File: config.mk
export PLATFORM = sky130hd
export DESIGN_NAME = zx_tape_loader
export DESIGN_NICKNAME = d
export VERILOG_FILES = /design/src/rtl/zx_tape_loader_pkg.sv /design/src/rtl/tape_halfperiod_timer.sv /design/src/rtl/zx_tape_loader.sv
export SDC_FILE = /design/constraint.sdc
export NUM_CORES = 1
export LEC_CHECK = 0
export BUFFER_PORTS_ARGS = -buffer_cell sky130_fd_sc_hd__buf_2
export CORE_UTILIZATION = 29
export DETAILED_ROUTE_END_ITERATION = 8
export GPL_TIMING_DRIVEN = 0
export PLACE_DENSITY_LB_ADDON = 0.12
export SYNTH_ARGS = -nofsm -noshare
export SYNTH_HDL_FRONTEND = slang
export SYNTH_HIERARCHICAL = 1
export SYNTH_SLANG_ARGS = --single-unit
File: constraint.sdc
create_clock -name clk -period 4.3 [get_ports clk]
set_clock_uncertainty 0.05 [all_clocks]
set_input_delay 0.86 -clock clk [delete_from_list [all_inputs] [get_ports clk]]
set_output_delay 0.86 -clock clk [all_outputs]
set_load 0.02 [all_outputs]
File: src/rtl/zx_tape_loader_pkg.sv
// Shared types and constants for the ZX tape-style screen loader.
package zx_tape_loader_pkg;

  localparam int unsigned BYTE_W           = 8;
  localparam int unsigned BORDER_W         = 3;

  localparam int unsigned DEF_NUM_BYTES    = 6912;
  localparam int unsigned DEF_ADDR_W       = 13;
  localparam int unsigned DEF_HALF_ZERO    = 855;
  localparam int unsigned DEF_HALF_ONE     = 1710;
  localparam int unsigned DEF_PILOT_HALF   = 2168;
  localparam int unsigned DEF_PILOT_PULSES = 64;
  localparam int unsigned DEF_SYNC_HALF    = 700;

  localparam logic [BORDER_W-1:0] BORDER_IDLE     = 3'd0;
  localparam logic [BORDER_W-1:0] BORDER_PILOT_LO = 3'd2;
  localparam logic [BORDER_W-1:0] BORDER_PILOT_HI = 3'd5;
  localparam logic [BORDER_W-1:0] BORDER_BIT_LO   = 3'd1;
  localparam logic [BORDER_W-1:0] BORDER_BIT_HI   = 3'd6;

  typedef enum logic [3:0] {
    ST_IDLE,
    ST_PILOT,
    ST_SYNC,
    ST_FETCH,
    ST_LATCH,
    ST_BIT_LO,
    ST_BIT_HI,
    ST_WRITE,
    ST_DONE
  } state_e;

  function automatic int unsigned max_u(input int unsigned a, input int unsigned b);
    return (a > b) ? a : b;
  endfunction

  // Bits needed to count 0..n-1, never less than one.
  function automatic int unsigned cnt_width(input int unsigned n);
    return (n > 1) ? $clog2(n) : 1;
  endfunction

endpackage

File: src/rtl/tape_halfperiod_timer.sv
// Half-period timer: counts 0..last, pulses tc_c on the final count, then wraps.
module tape_halfperiod_timer #(
  parameter int unsigned CNT_W = 12
) (
  input  logic             clk,
  input  logic             rst_n,
  input  logic             clr,
  input  logic [CNT_W-1:0] last,
  output logic             tc_c
);

  logic [CNT_W-1:0] cnt;

  assign tc_c = (cnt == last);

  always_ff @(posedge clk or negedge rst_n) begin
    if (!rst_n) begin
      cnt <= '0;
    end else if (clr || tc_c) begin
      cnt <= '0;
    end else begin
      cnt <= cnt + CNT_W'(1);
    end
  end

endmodule

File: src/rtl/zx_tape_loader.sv
// Tape-style screen load sequencer: replays each ROM byte as timed ear pulses, then writes it.
// Define TAPE_PILOT_EN to include the pilot tone and sync pulses ahead of the data.
module zx_tape_loader
  import zx_tape_loader_pkg::*;
#(
  parameter int unsigned NUM_BYTES = DEF_NUM_BYTES,
  parameter int unsigned ADDR_W    = DEF_ADDR_W,
  parameter int unsigned HALF_ZERO = DEF_HALF_ZERO,
  parameter int unsigned HALF_ONE  = DEF_HALF_ONE
`ifdef TAPE_PILOT_EN
  ,
  parameter int unsigned PILOT_HALF   = DEF_PILOT_HALF,
  parameter int unsigned PILOT_PULSES = DEF_PILOT_PULSES,
  parameter int unsigned SYNC_HALF    = DEF_SYNC_HALF
`endif
) (
  input  logic                clk,
  input  logic                rst_n,
  input  logic                start,
  input  logic                skip,
  output logic [ADDR_W-1:0]   src_addr,
  input  logic [BYTE_W-1:0]   src_data,
  output logic                wr_en,
  output logic [ADDR_W-1:0]   wr_addr,
  output logic [BYTE_W-1:0]   wr_data,
  output logic [ADDR_W-1:0]   progress,
  output logic                busy,
  output logic                done,
  output logic                ear,
  output logic [BORDER_W-1:0] border
);

`ifdef TAPE_PILOT_EN
  localparam int unsigned MAX_HALF = max_u(max_u(HALF_ZERO, HALF_ONE),
                                           max_u(PILOT_HALF, SYNC_HALF));
  localparam int unsigned PCNT_W   = cnt_width(PILOT_PULSES);
  localparam state_e      FIRST_ST = ST_PILOT;
`else
  localparam int unsigned MAX_HALF = max_u(HALF_ZERO, HALF_ONE);
  localparam state_e      FIRST_ST = ST_FETCH;
`endif
  localparam int unsigned CNT_W    = cnt_width(MAX_HALF);
  localparam int unsigned BITC_W   = 3;

  state_e                state, state_nxt;
  logic [ADDR_W-1:0]     byte_idx, byte_idx_nxt;
  logic [BYTE_W-1:0]     shreg, shreg_nxt;
  logic [BYTE_W-1:0]     orig_q, orig_nxt;
  logic [BITC_W-1:0]     bit_cnt, bit_cnt_nxt;
`ifdef TAPE_PILOT_EN
  logic [PCNT_W-1:0]     pilot_cnt, pilot_cnt_nxt;
`endif

  logic [ADDR_W-1:0]     src_addr_nxt;
  logic                  wr_en_nxt;
  logic [ADDR_W-1:0]     wr_addr_nxt;
  logic [BYTE_W-1:0]     wr_data_nxt;
  logic [ADDR_W-1:0]     progress_nxt;
  logic                  busy_nxt;
  logic                  done_nxt;
  logic                  ear_nxt;
  logic [BORDER_W-1:0]   border_nxt;

  logic [CNT_W-1:0]      tmr_last_c;
  logic                  tmr_clr_c;
  logic                  tmr_tc_c;

  tape_halfperiod_timer #(
    .CNT_W (CNT_W)
  ) u_timer (
    .clk   (clk),
    .rst_n (rst_n),
    .clr   (tmr_clr_c),
    .last  (tmr_last_c),
    .tc_c  (tmr_tc_c)
  );

  // Half-period length for the current state; data bits follow the MSB about to be sent.
  always_comb begin
    tmr_last_c = '0;
    case (state)
      ST_BIT_LO, ST_BIT_HI: tmr_last_c = shreg[BYTE_W-1] ? CNT_W'(HALF_ONE - 1)
                                                         : CNT_W'(HALF_ZERO - 1);
`ifdef TAPE_PILOT_EN
      ST_PILOT:             tmr_last_c = CNT_W'(PILOT_HALF - 1);
      ST_SYNC:              tmr_last_c = CNT_W'(SYNC_HALF - 1);
`endif
      default:              tmr_last_c = '0;
    endcase
  end

  // Next-state, datapath and registered-output decode.
  always_comb begin
    state_nxt     = state;
    byte_idx_nxt  = byte_idx;
    shreg_nxt     = shreg;
    orig_nxt      = orig_q;
    bit_cnt_nxt   = bit_cnt;
    progress_nxt  = progress;
    ear_nxt       = ear;
    src_addr_nxt  = src_addr;
    wr_addr_nxt   = wr_addr;
    wr_data_nxt   = wr_data;
    wr_en_nxt     = 1'b0;
    busy_nxt      = 1'b0;
    done_nxt      = 1'b0;
    border_nxt    = BORDER_IDLE;
    tmr_clr_c     = 1'b0;
`ifdef TAPE_PILOT_EN
    pilot_cnt_nxt = pilot_cnt;
`endif

    case (state)
      ST_IDLE, ST_DONE: begin
        if (start) begin
          state_nxt     = FIRST_ST;
          progress_nxt  = '0;
          byte_idx_nxt  = '0;
          ear_nxt       = 1'b0;
`ifdef TAPE_PILOT_EN
          pilot_cnt_nxt = '0;
`endif
        end
      end
`ifdef TAPE_PILOT_EN
      ST_PILOT: begin
        if (tmr_tc_c) begin
          if (pilot_cnt == PCNT_W'(PILOT_PULSES - 1)) begin
            state_nxt     = ST_SYNC;
            pilot_cnt_nxt = '0;
            ear_nxt       = 1'b0;
          end else begin
            pilot_cnt_nxt = pilot_cnt + PCNT_W'(1);
            ear_nxt       = ~ear;
          end
        end
      end
      ST_SYNC: begin
        if (tmr_tc_c) begin
          if (ear) begin
            state_nxt = ST_FETCH;
          end else begin
            ear_nxt = 1'b1;
          end
        end
      end
`endif
      ST_FETCH: begin
        state_nxt = ST_LATCH;
      end
      ST_LATCH: begin
        shreg_nxt   = src_data;
        orig_nxt    = src_data;
        bit_cnt_nxt = BITC_W'(7);
        state_nxt   = ST_BIT_LO;
      end
      ST_BIT_LO: begin
        if (tmr_tc_c) begin
          state_nxt = ST_BIT_HI;
        end
      end
      ST_BIT_HI: begin
        if (tmr_tc_c) begin
          shreg_nxt = {shreg[BYTE_W-2:0], 1'b0};
          if (bit_cnt == '0) begin
            state_nxt = ST_WRITE;
          end else begin
            bit_cnt_nxt = bit_cnt - BITC_W'(1);
            state_nxt   = ST_BIT_LO;
          end
        end
      end
      ST_WRITE: begin
        byte_idx_nxt = byte_idx + ADDR_W'(1);
        progress_nxt = byte_idx_nxt;
        if (byte_idx_nxt == ADDR_W'(NUM_BYTES)) begin
          state_nxt = ST_DONE;
        end else begin
          state_nxt = ST_FETCH;
        end
      end
      default: begin
        state_nxt = ST_IDLE;
      end
    endcase

    // Skip abandons any partial byte and reports the whole image as loaded.
    if (skip) begin
      state_nxt    = ST_DONE;
      progress_nxt = ADDR_W'(NUM_BYTES);
    end

    wr_en_nxt = (state_nxt == ST_WRITE);
    busy_nxt  = (state_nxt != ST_IDLE) && (state_nxt != ST_DONE);
    done_nxt  = (state_nxt == ST_DONE);
    tmr_clr_c = (state_nxt != state);

    if (wr_en_nxt) begin
      wr_addr_nxt = byte_idx;
      wr_data_nxt = orig_q;
    end
    if (state_nxt == ST_FETCH) begin
      src_addr_nxt = byte_idx_nxt;
    end

    case (state_nxt)
      ST_PILOT, ST_SYNC: begin
        border_nxt = ear_nxt ? BORDER_PILOT_HI : BORDER_PILOT_LO;
      end
      ST_BIT_HI: begin
        ear_nxt    = 1'b1;
        border_nxt = BORDER_BIT_HI;
      end
      ST_FETCH, ST_LATCH, ST_BIT_LO, ST_WRITE: begin
        ear_nxt    = 1'b0;
        border_nxt = BORDER_BIT_LO;
      end
      default: begin
        ear_nxt    = 1'b0;
        border_nxt = BORDER_IDLE;
      end
    endcase
  end

  always_ff @(posedge clk or negedge rst_n) begin
    if (!rst_n) begin
      state     <= ST_IDLE;
      byte_idx  <= '0;
      shreg     <= '0;
      orig_q    <= '0;
      bit_cnt   <= '0;
`ifdef TAPE_PILOT_EN
      pilot_cnt <= '0;
`endif
      src_addr  <= '0;
      wr_en     <= 1'b0;
      wr_addr   <= '0;
      wr_data   <= '0;
      progress  <= '0;
      busy      <= 1'b0;
      done      <= 1'b0;
      ear       <= 1'b0;
      border    <= BORDER_IDLE;
    end else begin
      state     <= state_nxt;
      byte_idx  <= byte_idx_nxt;
      shreg     <= shreg_nxt;
      orig_q    <= orig_nxt;
      bit_cnt   <= bit_cnt_nxt;
`ifdef TAPE_PILOT_EN
      pilot_cnt <= pilot_cnt_nxt;
`endif
      src_addr  <= src_addr_nxt;
      wr_en     <= wr_en_nxt;
      wr_addr   <= wr_addr_nxt;
      wr_data   <= wr_data_nxt;
      progress  <= progress_nxt;
      busy      <= busy_nxt;
      done      <= done_nxt;
      ear       <= ear_nxt;
      border    <= border_nxt;
    end
  end

endmodule
=== After elaboration in Yosys (flattened, before gate mapping) ===
Cells that the tools add are included.

* ROM bits: 0
* Memories kept: 0
* Bits in writable memories: 0
* Output and inout bits: 54
* Bits in registers: 101
* Input port bits: 12
* Bits in latches: 0

* Reductions and logical operators: 14
* Muxes and demuxes: 25
* Equal/unequal tests: 21
* Magnitude comparators: 0
* Div/mod/pow operators: 0
* $mul: 0
* Add/sub/neg operators: 3
* Shifts and indexed selects: 0
* Bitwise logic cells: 0

{| class="wikitable"
|+ Operators by type and width
! cell !! count
|-
| $pmux 13 s2 || 2
|-
| $mux 13 || 3
|-
| $mux 11 || 3
|-
| $eq 4x3->1 const B || 8
|-
| $pmux 4 s6 || 1
|-
| $mux 4 || 5
|-
| $pmux 8 s2 || 1
|-
| $add 13x1->13 const B || 1
|-
| $eq 13x13->1 const B || 1
|-
| $eq 4x2->1 const B || 3
|-
| $add 11x1->11 const B || 1
|-
| $eq 11x11->1 || 1
|-
| $mux 3 || 3
|-
| $pmux 3 s3 || 1
|-
| $eq 4x4->1 const B || 2
|-
| $mux 8 || 1
|-
| $pmux 3 s2 || 1
|-
| $reduce_or 2->1 || 3
|-
| $eq 4x1->1 const B || 1
|-
| $logic_not 4->1 || 1
|-
| $ne 4x4->1 || 1
|-
| $ne 4x4->1 const B || 1
|-
| $reduce_and 2->1 || 2
|-
| $reduce_bool 4->1 || 1
|-
| 14 further kinds || 15
|}

=== Logic depth before layout (Yosys ltp) ===
* Word-level depth: 10
* Mapped depth: 17
* Gate-level depth less buffers: 13

=== By module ===
Netlist, hierarchy kept.

{| class="wikitable"
|+ Modules (own cells, without submodules)
! module !! times used !! seq. area each (sq um) !! area an instance (sq um) !! cells each
|-
| zx_tape_loader || 1 || 2,252.2 || 4,010.1 || 355
|-
| tape_halfperiod_timer || 1 || 275.3 || 640.6 || 64
|}

=== Least setup slack after synthesis ===
Ideal clock, no wire load.

* Kind: register to register
* Start point: register state[0]
* End point: register u_timer.cnt[2]
* Arrival: 3,449 ps
* Period minus slack after synthesis: 3,636 ps
* Setup time: 137 ps
* Setup slack: 664 ps
* Stages on the path, launching flop included: 17
* Path through: dfrtp_1 clkbuf_1 xnor2_1 nor2_1 and2_1 xnor2_1 nand3_1 nor3_2 buf_2 nor2b_1 o2bb2ai_1 o21ai_0 nand2_1 or3_1 nand4_1 clkbuf_1 nor3_1

* Longest elaborated chain between the ends: 10

{| class="wikitable"
|+ RTL lines
! item !! RTL line !! source
|-
| start: declaration || zx_tape_loader.sv:45 || <nowiki>state_e state, state_nxt;</nowiki>
|-
| start signal: assignment || zx_tape_loader.sv:245 || <nowiki>state <= state_nxt;</nowiki>
|-
| $eq 4x3->1 || zx_tape_loader.sv:81 || <nowiki>case (state)</nowiki>
|-
| $reduce_or 2->1 (*) || zx_tape_loader.sv:81 ||
|-
| $mux 11 (*) || zx_tape_loader.sv:81 ||
|-
| named net tmr_last_c[2] || zx_tape_loader.sv:64 || <nowiki>logic [CNT_W-1:0] tmr_last_c;</nowiki>
|-
| $eq 11x11->1 (*) || tape_halfperiod_timer.sv:14 || <nowiki>assign tc_c = (cnt == last);</nowiki>
|-
| named net tmr_tc_c || zx_tape_loader.sv:66 || <nowiki>logic tmr_tc_c;</nowiki>
|-
| $mux 4 (on tied branches) || zx_tape_loader.sv:163, zx_tape_loader.sv:158 ||
|-
| $pmux 4 s6 (*) || zx_tape_loader.sv:113 || <nowiki>case (state)</nowiki>
|-
| $mux 4 (*) || zx_tape_loader.sv:188 || <nowiki>if (skip) begin</nowiki>
|-
| $ne 4x4->1 (*) || zx_tape_loader.sv:196 || <nowiki>tmr_clr_c = (state_nxt != state);</nowiki>
|-
| named net tmr_clr_c || zx_tape_loader.sv:65 || <nowiki>logic tmr_clr_c;</nowiki>
|-
| $logic_or 1x1->1 (*) || tape_halfperiod_timer.sv:19 || <nowiki>end else if (clr || tc_c) begin</nowiki>
|-
| $mux 11 (*) || tape_halfperiod_timer.sv:19 ||
|-
| end signal: assignment || tape_halfperiod_timer.sv:22 || <nowiki>cnt <= cnt + CNT_W'(1);</nowiki>
|-
| end: declaration || tape_halfperiod_timer.sv:12 || <nowiki>logic [CNT_W-1:0] cnt;</nowiki>
|}

The timed path passes the listed nets; every way through them passes the cells marked *.
A chain may end at the register's enable or synchronous reset.

=== Worst setup path after layout ===
* Start point: register state[0]
* End point: register u_timer.cnt[9]

The elaborated chain is that of the path after synthesis.

==> impl_metrics.yaml <==
floorplanning:
  dieWidth_um: 129
  dieArea_um2: 16500
  start_util_pct: 30.1
  core-area_um2: 15400
  ioPinCount: 66
  rows: 45
  die_h_um: 129
grt:
  grt_pass1_vias: 3361
  grt-ovfl-total: 0
  grt_use_total_pct: 14.2
  grt_pass1_wl_um: 17900
  grt_max_degree: 66
  grt_antenna_before_repair: 0
yosys:
  synth_seq_cells: 101
  netlist_instances: 419
  synth_nets: 435
  synth_area_leaders: "dfrtp_1 54%, mux2_2 8.7%, xnor2_1 3.8%, o21ai_0 2.9%, nand2_1 2.4%"
  syn_avg_cell_area_um2: 11.1
  async_flop_share_pct: 100
  ys_warn_count: 6
  yosys_most_used_dff: "dfrtp_1"
  ys_types: 47
  synth_top_area_cell: "dfrtp_1"
  synth_edf_count: 0
  syn_area_um2: 4650
  synth_top_area_share_pct: 54.3
  seq_area_frac_synth_pct: 54.3
routing:
  ant_nets: 0
  drtIter0Drc: 137
  viasPerCell: 4.72
  wl_per_cell_um: 15.1
  wl_um: 10800
  vias: 3358
  firstDrtPassIters: 6
  drc: 0
clocking:
  cts_max_level: 3
  numClockSinks: 101
  clock_path_buffers: 2
  numCtsBuffers: 9
  clk_latency_ns: 0.35
  clkTransAtPathRegs_ns: 0.07
  clockRootBuffer: "clkbuf_16"
  post_cts_buffers: 0
  tritoncts: "built"
placed_design:
  gp_congestion: 0.782
  placed_cells: 695
  io_buffers: 64
  placed_cell_area_um2: 5270
  dp_hpwl_um: 7670
  place_ws_ns: -0.206
timing:
  fin_tns_setup_ns: 0
  tightest_slew_ns: 0.869
  max_freq_ghz: 0.255
  maxSlewHeadroom_pct: 41.7
  drv_slew: 0
  fin_crit_sh_pct: 91.1
  setup_viol: 0
  timing.final.ws_setup_ns: 0.381
  rsz0062_at_grt: "no"
  finalHoldViolCount: 0
  period_minus_slack_ns: 3.92
setup_path:
  cpPeakStageDelay_ns: 0.46
  r2r-end: "u_timer/cnt[9]"
  endpoint_kind: "flop"
  worst-endpoint-arrival_ns: 4.10
  reg2reg_from: "state[0]"
  r2r_cells: 16
  start_kind: "flop"
  cp_max_fo: 14
  cp_slowest_cell: "dfrtp_1"
  crit_type: "flop to flop"
  r2r_slack_ns: 0.38
  critPathRequiredTime_ns: 4.48
  path_cells: "clkbuf_2 -> xnor2_1 -> nor2_1 -> and2_2 -> xnor2_1 -> nand4_1 -> nor3_2 -> clkbuf_4 -> nor2b_1 -> o2bb2ai_1 -> o21ai_1 -> nand2_1 -> or3_1 -> nand4_1 -> clkbuf_2 -> nor3_1"
finish:
  synthToLayoutAreaGrowth_pct: 19.9
  seqCellArea_um2: 2530
  final_core_util_pct: 36.1
  nFillCells: 1612
  fin_cells: 711
  drive_above_1_share_pct: 27.2
  fin_area_um2: 5580
  final_nets: 511
  multi_input_area_um2: 1990
  antennaDiodeCount: 0
run:
  cap_violations: 0
power:
  cellLeakagePower_nw: 2.73
  pwr_density_cell_nw_per_um2: 368
  ir_drop_mv: 0.181
worst_hold_path:
  hp-class: "primary input to async pin"
outcome:
  status: "finished, final reports clean"
-- power breakdown --
part	leakage [nW]	internal [W]	switching, W	total [W]
sequential	1.35	0.000994	0.0000282	0.00102
clock	0.146	0.000454	0.000371	0.000826
combinational	1.24	0.0000750	0.000131	0.000206
-- Yosys cell counts (5+ instances only) --
| library cell | n |
|---|---|
| dfrtp_1 | 101 |
| mux2_2 | 36 |
| nand2_1 | 30 |
| o21ai_0 | 27 |
| nor2_1 | 24 |
| xnor2_1 | 20 |
| a21oi_1 | 16 |
| clkbuf_1 | 14 |
| nor3_1 | 14 |
| a21o_1 | 10 |
| inv_1 | 10 |
| nand3_1 | 10 |
| buf_2 | 9 |
| xor2_1 | 9 |
| and2_1 | 8 |
| nand2b_1 | 8 |
| mux2i_1 | 7 |
| nand4_1 | 6 |
| and3_1 | 5 |
-- placed cells by master (no fill, tap or decap), drive strengths merged, types with 3 or more instances in the layout --
| cell | instances |
|---|---|
| dfrtp | 101 |
| nor3 | 17 |
| xor2 | 9 |
| buf | 73 |
| a211o | 4 |
| mux2i | 7 |
| nor2b | 4 |
| clkinv | 3 |
| clkbuf | 24 |
| a31oi | 4 |
| and3 | 5 |
| inv | 12 |
| and2 | 9 |
| a21o | 10 |
| and4 | 3 |
| nand3 | 10 |
| nor2 | 24 |
| mux2 | 37 |
| nand2b | 8 |
| nand4 | 6 |
| xnor2 | 20 |
| nand2 | 30 |
| ha | 4 |
| o21a | 4 |
| o21ai | 28 |
| a21oi | 16 |
-- state kept, by name, indices dropped and copies added, names as in the netlist --
name         cells
byte_idx        13
progress        13
src_addr        13
wr_addr         13
u_timer/cnt     11
orig_q           8
shreg            8
wr_data          8
state            4
bit_cnt          3
border           3
busy             1
done             1
ear              1
wr_en            1
-- worst max-delay path, delay by kind of cell, from the launching register on --
family	cells	cell delay, ns
AND/OR/NAND/NOR	9	1.58
buffers and inverters	3	0.81
flip-flops	1	0.46
XOR/XNOR	2	0.45
AO/OA/AOI/OAI	2	0.44
-- per-layer routing --
metal  vias up  track usage (%)  wire length [µm]  part of all wire (%)
li1       1629                -                 -                     -
met1      1657             20.2              5310                    49
met2        61             20.4              4680                    44
met3        11             3.41               547                   5.1
met4         0             6.44               214                   2.0
met5         -                0                 0                     0
-- final cells by class --
class / instances / share of cell area [%]
Sequential cell: 101 / 45.3
Multi-Input combinational cell: 285 / 35.8
Timing Repair Buffer: 65 / 6.28
Tap cell: 211 / 4.74
Clock buffer: 9 / 4.04
Buffer: 23 / 1.84
Clock inverter: 7 / 1.32
Inverter: 10 / 0.673
-- cells by family (layout without fill, tap and decap cells) --
logic type,count (synthesis),count (layout),share of synthesized area (%)
xor gates and xnor gates,29,29,5.46
muxes,44,44,10.5
buffers and inverters,33,114,2.91
adders and majority gates,4,4,1.08
and+or+nand+nor,125,125,14.1
DFF,101,101,54.3
AOI/OAI and AO/OA,83,83,11.7
-- stage by stage --
stage | power [W] | hold WS [ns]
floorplan | 0.00116 | 0.390
global placement | 0.00124 | 0.405
detailed placement | 0.00125 | 0.410
CTS | 0.00209 | 0.420
global route | 0.00216 | 0.436
finish | 0.00205 | 0.423
-- worst max-delay path by stage --
stage,start,endpoint,slack (ns)
after floorplan,state[0],u_timer/cnt[2],0.66
after global placement,state[0],u_timer/cnt[9],-0.20
after detailed placement,state[0],u_timer/cnt[9],-0.21
after CTS,state[0],u_timer/cnt[9],0.12
after global routing,state[0],u_timer/cnt[9],0.01
final,state[0],u_timer/cnt[9],0.38
-- what timing repair did --
action | in CTS | in global routing
hold buffers | 0 | 0
endpoints found under the setup margin | 10 | 10
hold endpoints to repair | 0 | 0
resized for setup | 3 | 3
gates cloned | 0 | 0
Note: power is estimated with default switching activity, not from simulation.
